**src/rtl/proc_cmd_sequencer.sv**
```systemverilog
// Command sequencer for the 8-bit logic processor: queues LOADA/LOADB/EXEC/PRST
// requests and replays them as timed switch settings and button presses.
module proc_cmd_sequencer #(
  parameter int FIFO_DEPTH  = 4,
  parameter int HOLD_CYCLES = 16,
  parameter int GAP_CYCLES  = 16,
  parameter int EXEC_WAIT   = 16
) (
  input  logic       Clk,
  input  logic       Reset,
  input  logic       cmd_valid,
  output logic       cmd_ready,
  input  logic [1:0] cmd_op,
  input  logic [7:0] cmd_data,
  input  logic [2:0] cmd_f,
  input  logic [1:0] cmd_r,
  output logic [7:0] Din,
  output logic [2:0] F,
  output logic [1:0] R,
  output logic       LoadA,
  output logic       LoadB,
  output logic       Execute,
  output logic       ProcReset,
  input  logic [7:0] Aval,
  input  logic [7:0] Bval,
  output logic       res_valid,
  output logic [7:0] res_a,
  output logic [7:0] res_b,
  output logic       busy
);

  localparam int PTR_W      = $clog2(FIFO_DEPTH);
  localparam int CNT_MAX_HG = (HOLD_CYCLES > GAP_CYCLES) ? HOLD_CYCLES : GAP_CYCLES;
  localparam int CNT_MAX    = (CNT_MAX_HG > EXEC_WAIT) ? CNT_MAX_HG : EXEC_WAIT;
  localparam int CNT_W      = (CNT_MAX > 1) ? $clog2(CNT_MAX) : 1;

  localparam logic [CNT_W-1:0] HOLD_LD  = CNT_W'(HOLD_CYCLES - 1);
  localparam logic [CNT_W-1:0] GAP_LD   = CNT_W'(GAP_CYCLES - 1);
  localparam logic [CNT_W-1:0] WAIT_LD  = CNT_W'(EXEC_WAIT - 1);
  localparam logic [CNT_W-1:0] CNT_ZERO = CNT_W'(0);
  localparam logic [CNT_W-1:0] CNT_ONE  = CNT_W'(1);
  localparam logic [PTR_W-1:0] PTR_ZERO = PTR_W'(0);
  localparam logic [PTR_W-1:0] PTR_ONE  = PTR_W'(1);
  localparam logic [PTR_W:0]   CNT_Q0   = (PTR_W + 1)'(0);
  localparam logic [PTR_W:0]   CNT_Q1   = (PTR_W + 1)'(1);
  localparam logic [PTR_W:0]   CNT_QMAX = (PTR_W + 1)'(FIFO_DEPTH);

  typedef enum logic [1:0] {
    OP_LOADA = 2'b00,
    OP_LOADB = 2'b01,
    OP_EXEC  = 2'b10,
    OP_PRST  = 2'b11
  } op_e;

  typedef enum logic [2:0] {
    ST_IDLE    = 3'd0,
    ST_SETUP   = 3'd1,
    ST_PRESS   = 3'd2,
    ST_RELEASE = 3'd3,
    ST_WAIT    = 3'd4,
    ST_CAPTURE = 3'd5
  } state_e;

  typedef struct packed {
    op_e        op;
    logic [7:0] data;
    logic [2:0] f;
    logic [1:0] r;
  } cmd_t;

  cmd_t             fifo_mem_r [FIFO_DEPTH];
  logic [PTR_W-1:0] wr_ptr_r;
  logic [PTR_W-1:0] rd_ptr_r;
  logic [PTR_W:0]   count_r;
  logic             push_s;
  logic             pop_s;
  logic             ready_s;
  cmd_t             in_s;
  cmd_t             head_s;

  state_e           state_r;
  op_e              cur_op_r;
  logic [CNT_W-1:0] cnt_r;
  logic [7:0]       din_r;
  logic [2:0]       f_r;
  logic [1:0]       r_r;
  logic             load_a_r;
  logic             load_b_r;
  logic             execute_r;
  logic             proc_reset_r;
  logic             res_valid_r;
  logic [7:0]       res_a_r;
  logic [7:0]       res_b_r;

  // Queue handshake and head-of-queue view.
  always_comb begin
    in_s.op   = op_e'(cmd_op);
    in_s.data = cmd_data;
    in_s.f    = cmd_f;
    in_s.r    = cmd_r;
    ready_s   = (count_r != CNT_QMAX);
    push_s    = cmd_valid && ready_s;
    pop_s     = (state_r == ST_IDLE) && (count_r != CNT_Q0);
    head_s    = fifo_mem_r[rd_ptr_r];
  end

  // Queue storage; validity is tracked by the pointers, so no reset is needed here.
  always_ff @(posedge Clk) begin
    if (push_s) begin
      fifo_mem_r[wr_ptr_r] <= in_s;
    end
  end

  // Queue pointers and occupancy; simultaneous push and pop leave the count unchanged.
  always_ff @(posedge Clk or negedge Reset) begin
    if (!Reset) begin
      wr_ptr_r <= PTR_ZERO;
      rd_ptr_r <= PTR_ZERO;
      count_r  <= CNT_Q0;
    end else begin
      if (push_s) begin
        wr_ptr_r <= wr_ptr_r + PTR_ONE;
      end
      if (pop_s) begin
        rd_ptr_r <= rd_ptr_r + PTR_ONE;
      end
      case ({push_s, pop_s})
        2'b10:   count_r <= count_r + CNT_Q1;
        2'b01:   count_r <= count_r - CNT_Q1;
        default: count_r <= count_r;
      endcase
    end
  end

  // Sequencing FSM: every counted state reloads the down-counter on entry and leaves at zero.
  always_ff @(posedge Clk or negedge Reset) begin
    if (!Reset) begin
      state_r      <= ST_IDLE;
      cur_op_r     <= OP_LOADA;
      cnt_r        <= CNT_ZERO;
      din_r        <= 8'h00;
      f_r          <= 3'b000;
      r_r          <= 2'b00;
      load_a_r     <= 1'b0;
      load_b_r     <= 1'b0;
      execute_r    <= 1'b0;
      proc_reset_r <= 1'b0;
      res_valid_r  <= 1'b0;
      res_a_r      <= 8'h00;
      res_b_r      <= 8'h00;
    end else begin
      case (state_r)
        ST_IDLE: begin
          if (pop_s) begin
            cur_op_r <= head_s.op;
            cnt_r    <= HOLD_LD;
            state_r  <= ST_SETUP;
            // Only the fields an op uses are driven; the rest keep their last setting.
            case (head_s.op)
              OP_LOADA, OP_LOADB: din_r <= head_s.data;
              OP_EXEC: begin
                f_r <= head_s.f;
                r_r <= head_s.r;
              end
              default: din_r <= din_r;
            endcase
          end else begin
            state_r <= ST_IDLE;
          end
        end
        ST_SETUP: begin
          if (cnt_r == CNT_ZERO) begin
            cnt_r   <= HOLD_LD;
            state_r <= ST_PRESS;
            case (cur_op_r)
              OP_LOADA: load_a_r     <= 1'b1;
              OP_LOADB: load_b_r     <= 1'b1;
              OP_EXEC:  execute_r    <= 1'b1;
              default:  proc_reset_r <= 1'b1;
            endcase
          end else begin
            cnt_r <= cnt_r - CNT_ONE;
          end
        end
        ST_PRESS: begin
          if (cnt_r == CNT_ZERO) begin
            load_a_r     <= 1'b0;
            load_b_r     <= 1'b0;
            execute_r    <= 1'b0;
            proc_reset_r <= 1'b0;
            cnt_r        <= GAP_LD;
            state_r      <= ST_RELEASE;
          end else begin
            cnt_r <= cnt_r - CNT_ONE;
          end
        end
        ST_RELEASE: begin
          if (cnt_r == CNT_ZERO) begin
            if (cur_op_r == OP_EXEC) begin
              cnt_r   <= WAIT_LD;
              state_r <= ST_WAIT;
            end else begin
              state_r <= ST_IDLE;
            end
          end else begin
            cnt_r <= cnt_r - CNT_ONE;
          end
        end
        ST_WAIT: begin
          if (cnt_r == CNT_ZERO) begin
            res_a_r     <= Aval;
            res_b_r     <= Bval;
            res_valid_r <= 1'b1;
            state_r     <= ST_CAPTURE;
          end else begin
            cnt_r <= cnt_r - CNT_ONE;
          end
        end
        ST_CAPTURE: begin
          res_valid_r <= 1'b0;
          state_r     <= ST_IDLE;
        end
        default: begin
          load_a_r     <= 1'b0;
          load_b_r     <= 1'b0;
          execute_r    <= 1'b0;
          proc_reset_r <= 1'b0;
          res_valid_r  <= 1'b0;
          state_r      <= ST_IDLE;
        end
      endcase
    end
  end

  assign cmd_ready = ready_s;
  assign Din       = din_r;
  assign F         = f_r;
  assign R         = r_r;
  assign LoadA     = load_a_r;
  assign LoadB     = load_b_r;
  assign Execute   = execute_r;
  assign ProcReset = proc_reset_r;
  assign res_valid = res_valid_r;
  assign res_a     = res_a_r;
  assign res_b     = res_b_r;
  assign busy      = (state_r != ST_IDLE) || (count_r != CNT_Q0);

endmodule

```
**config.mk**
```make
export PLATFORM = sky130hd
export DESIGN_NAME = proc_cmd_sequencer
export DESIGN_NICKNAME = d
export VERILOG_FILES = /design/src/rtl/proc_cmd_sequencer.sv
export SDC_FILE = /design/constraint.sdc
export NUM_CORES = 1
export LEC_CHECK = 0
export ABC_CLOCK_PERIOD_IN_PS = 3100
export BUFFER_PORTS_ARGS = -buffer_cell sky130_fd_sc_hd__buf_2
export CAP_MARGIN = 0
export CORE_MARGIN = 2
export CORE_UTILIZATION = 60
export CTS_CLUSTER_DIAMETER = 100
export CTS_CLUSTER_SIZE = 12
export DETAILED_ROUTE_END_ITERATION = 12
export PLACE_DENSITY = 0.95
export SLEW_MARGIN = 10
export SYNTH_ARGS = -nofsm -noshare
export SYNTH_HDL_FRONTEND = slang
export SYNTH_SLANG_ARGS = --single-unit
```
**constraint.sdc**
```tcl
create_clock -name Clk -period 3.1 [get_ports Clk]
set_clock_uncertainty 0.1 [all_clocks]
set_input_delay 0.62 -clock Clk [delete_from_list [all_inputs] [get_ports Clk]]
set_output_delay 0.62 -clock Clk [all_outputs]
set_load 0.01 [all_outputs]
```
---- Word level (Yosys, flattened, before mapping) ----
Memories as Yosys holds them, arrays and structs flattened.
Index checks and enable logic that the tools add are counted.
word-level totals
  register bits ........................... 50
  bits in writable memories ............... 60
  output and inout port bits .............. 36
  memories ................................ 1
memory list
  name        depth  width  rd ports  clocked after memory_dff  write ports  RTL line  RTL
  fifo_mem_r  4      15     1         0                         1            71        cmd_t fifo_mem_r [FIFO_DEPTH];
operators by class
  $add $sub $neg .......................... 5
  equality and inequality tests ........... 23
  muxes and demuxes ....................... 31
  bitwise operators ....................... 2
  reduce and logical (&&, ||, !) cells .... 27
operator list
  operator               count
  $reduce_and A4 Y1      6
  $mux W4                5
  $ne A2 B2 Y1 const B   8
  $pmux W4 S4            1
  $mux W3                5
  $pmux W3 S5            1
  $mux W1                13
  $pmux W1 S3            4
  $reduce_or A4 Y1       2
  $eq A2 B1 Y1 const B   3
  $eq A2 B2 Y1 const B   3
  $eq A3 B2 Y1 const B   2
  $eq A3 B3 Y1 const B   2
  $ne A3 B3 Y1 const B   2
  $pmux W3 S2            1
  $reduce_and A2 Y1      3
  $reduce_and A3 Y1      2
  $reduce_bool A3 Y1     2
  $add A2 B1 Y2 const B  2
  $logic_not A2 Y1       2
  $logic_not A4 Y1       1
  $ne A2 B1 Y1 const B   2
  $reduce_bool A4 Y1     1
  $reduce_or A2 Y1       2
  other kinds (11)       13

---- Depth between registers and ports, before layout ----
  depth after elaboration ................. 5
  depth in mapped cells ................... 10
  mapped depth without buffers ............ 10

---- Worst setup path before layout ----
No wires, ideal clock.
  kind .................................... register to register
  start ................................... register state_r[2]
  end ..................................... register count_r[2]
  setup time .............................. 79 ps
  data arrival time ....................... 1922 ps
  data required time ...................... 2921 ps
  setup slack ............................. 999 ps
  cell stages (with the launch flop) ...... 10
  path buffers ............................ 1
  period minus slack after synthesis ...... 2101 ps
  path through ............................ dfrtp_1 nor3_2 nor2b_1 buf_2 ha_1 inv_1 fa_1 xor2_1 nor2_1 xor2_1
on the way
  longest elaborated chain between the ends .. 4
ends and longest elaborated chain
  what                                                      RTL line  RTL
  start: declaration                                        81        state_e state_r;
  start signal: assignment                                  138       state_r <= ST_IDLE;
  start signal: assignment                                  157       state_r <= ST_SETUP;
  start signal: assignment                                  168       state_r <= ST_IDLE;
  $logic_not A3 Y1 (*)                                      103       pop_s = (state_r == ST_IDLE) && (count_r != CNT_Q0);
  $logic_and A1 B1 Y1 (*)                                   103
  named net pop_s                                           76        logic pop_s;
  $eq A2 B1 Y1 / $eq A2 B2 Y1 (equally long branches)       127       case ({push_s, pop_s})
  $pmux W3 S2 / $reduce_bool A2 Y1 (equally long branches)  n/a
  end signal: assignment                                    128       2'b10: count_r <= count_r + CNT_Q1;
  end signal: assignment                                    129       2'b01: count_r <= count_r - CNT_Q1;
  end signal: assignment                                    130       default: count_r <= count_r;
  end: declaration                                          74        logic [PTR_W:0] count_r;
The timed path passes the listed nets; every way through them passes the cells marked *.
A chain may end at the register's enable or synchronous reset.

---- Worst setup path after layout ----
  start ................................... register state_r[2]
  end ..................................... register count_r[2]
on the way
  longest elaborated chain between the ends .. 4
ends and longest elaborated chain
  what                                                      RTL line
  $logic_not A3 Y1 (*)                                      103
  $logic_and A1 B1 Y1 (*)                                   103
  $eq A2 B1 Y1 / $eq A2 B2 Y1 (equally long branches)       127
  $pmux W3 S2 / $reduce_bool A2 Y1 (equally long branches)  n/a
Mark *: on every way between the ends. The rest lies on a longest branch, timed or not.

==> out/results.ini <==
[outcome]
outcome = complete, no violations

[floorplanning]
die_width_um = 90.2
die_area_um2 = 8130
core_um2 = 7210
start_util = 0.618
chipHeight_um = 90.2
ios = 70
fp-row-count = 31

[job]
drv_cap = 0

[timing]
tightest_slew_ns = 0.843
final.period_utilization = 0.760
final-setup-viol-count = 0
grt_setup_unrepaired = false
drv_slew = 0
finalSetupTns_ns = 0
fin_ws_ns = 0.744
post-route-min-period_ns = 2.36
max_freq_mhz = 424
slew_headroom = 0.438
hold_violations = 0

[synthesis]
syn-instance-count = 254
ys_seq_area_frac = 0.685
yosys.area.top_type = edfxtp_1
synth.avg_cell_area_um2 = 17.5
yosys-top-cells-area = edfxtp_1 40%, dfrtp_1 28%, mux4_2 7.6%, mux2_2 4.5%, mux2_4 3.0%
netlist_area_um2 = 4460
yosysWarnings = 0
post-synth-top-area-fraction = 0.404
synth.distinct_cells = 41
mappedNetlistNets = 295
synth_seq_cells = 110

[grt]
grt_pass1_wl_um = 12400
grt_max_degree = 51
grt_overflow = 0
grt_pass1_vias = 2496
antenna_found_initial = 1
track_usage = 0.201

[cts]
post_cts_buffers = 0
cts_tree = done
htreeDepth = 3
cts_resized = 0
hold_buffers = 0
path_clk_slew_ns = 0.11
cts.root.buffer_cell = clkbuf_8
cts_buffer_depth = 2
clock_latency_ns = 0.37
numCtsBuffers = 9
cts_sinks = 110

[pwr]
p_clk_frac = 0.259
p_int_mw = 2.34
ir_drop_mv = 0.358
power_switching_mw = 0.895
p_per_area_nw_per_um2 = 634
power.total_mw = 3.24
power.leakage_nw = 2.13
seqPwrFrac = 0.569
netSwitchingFraction = 0.276
pwr-share-comb = 0.173

[drt]
wirelength_um = 7620
routedWlPerCell_um = 17.5
drt_iter0_markers = 187
vias = 2379
firstDrtPassIters = 4
antenna_left = 0
drc = 0
viasPerCell = 5.47

[critical_path]
r2r-start = state_r[2]
r2r_end = count_r[2]
crit_fanout = 15
worstSetupEndpointType = flip-flop
reg2regPathDepth = 8
critPathArrivalTime_ns = 2.55
worstSetupStartpointType = flip-flop
required_ns = 3.29
r2r_slack_ns = 0.74
critical_path_class = flip-flop to flip-flop

[placement]
pre_cts_ws_ns = 0.801
gp_congestion = 0.813
hpwl_um = 5230
portBuffers = 69
place_area_um2 = 4900

[finish]
nFillCells = 478
drive_above_1_share = 0.421
syn_to_final_growth_pct = 14.6
final_area_um2 = 5110
fin_util = 0.708
fin_nets = 371

[min_path]
hp-class = primary input to async pin

[state kept, by name, indices dropped and copies added (netlist names)]
name	count
wr_ptr_r	2
res_valid	1
Execute	1
count_r	3
F	3
LoadA	1
LoadB	1
res_b	8
cnt_r	4
cur_op_r	2
ProcReset	1
R	2
rd_ptr_r	2
res_a	8
state_r	3
fifo_mem_r	60
Din	8
[worst max path at each step]
stage               startpoint    endpoint  slack (ns)  cells after the start
floorplan           state_r[2]  count_r[2]         1.0                      9
global placement    state_r[2]  count_r[2]        0.88                      8
detailed placement  state_r[2]  count_r[2]        0.80                      8
CTS                 state_r[2]  count_r[2]        0.75                      8
global route        state_r[2]  count_r[2]        0.56                      8
finish              state_r[2]  count_r[2]        0.74                      8
[layout make-up]
type | count | area (um^2) | share of cell area
Sequential cell | 110 | 3050 | 0.598
Timing Repair Buffer | 74 | 383 | 0.0750
Clock buffer | 9 | 124 | 0.0243
Clock inverter | 7 | 76.3 | 0.0149
Antenna cell | 1 | 2.50 | 0.000490
Tap cell | 99 | 124 | 0.0243
Multi-Input combinational cell | 125 | 1310 | 0.256
Inverter | 10 | 37.5 | 0.00735
[cells in the final DEF (no fill, tap or decap), types with 7 or more instances in the layout]
cell type,n
mux2_2,18
inv_1,10
edfxtp_1,60
mux2_4,9
clkbuf_8,9
nor2_1,7
buf_2,69
nand2_1,8
dfrtp_1,50
o21ai_0,9
mux4_2,15
[power by group through the flow]
| stage | combinational (mW) | sequential [mW] | clock (mW) |
|---|---|---|---|
| floorplan | 0.390 | 1.85 | 0 |
| global placement | 0.527 | 1.86 | 0 |
| detailed placement | 0.563 | 1.87 | 0 |
| CTS | 0.571 | 1.84 | 0.849 |
| global route | 0.623 | 1.86 | 0.912 |
| finish | 0.560 | 1.84 | 0.838 |
[through the flow]
step	hold slack, ns	instances
finish	0.247	435
global route	0.292	435
global placement	0.383	418
floorplan	0.224	254
detailed placement	0.383	418
CTS	0.263	434
[per-layer routing]
metal  vias up  share of wire  routed length (um)  GRT usage
li1       1107              -                   -          -
met1      1199           0.41                3110      0.258
met2        60           0.53                4060      0.336
met3        13          0.033                 251     0.0335
met4         0          0.026                 198     0.0974
met5         -              0                   0          0
[cell families after synthesis]
group | count (synthesis) | share of synthesized area
DFF | 110 | 0.685
muxes | 48 | 0.166
and+or+nand+nor | 38 | 0.0570
AOI/OAI and AO/OA | 23 | 0.0309
buffers and inverters | 19 | 0.0216
xor gates and xnor gates | 9 | 0.0177
adders and majority gates | 7 | 0.0213
[synthesized netlist by cell type, drive strengths merged]
master   number
a21oi         6
and3          4
mux2         32
a32o          1
o22a          1
nor2b         4
nor3b         1
nor4b         1
edfxtp       60
a31oi         2
clkbuf        4
dfrtp        50
mux2i         1
and2          2
and4          1
o22ai         1
nor3          3
nand4bb       1
nand3b        1
nand2         8
xnor2         3
or3b          2
nand3         2
buf           5
o21ai         9
inv          10
xor2          6
a21bo         1
mux4         15
fa            1
o21a          1
o21bai        1
ha            6
nor2          8
[critical path: stages (launching register included)]
cell     delay (ns)
dfrtp_1        0.56
nor3_2         0.32
nor2b_1        0.23
ha_1           0.22
inv_1          0.07
fa_1           0.38
xor2_1         0.15
nor2_1         0.11
xor2_1         0.15
Note: power is estimated with default switching activity, not from simulation.
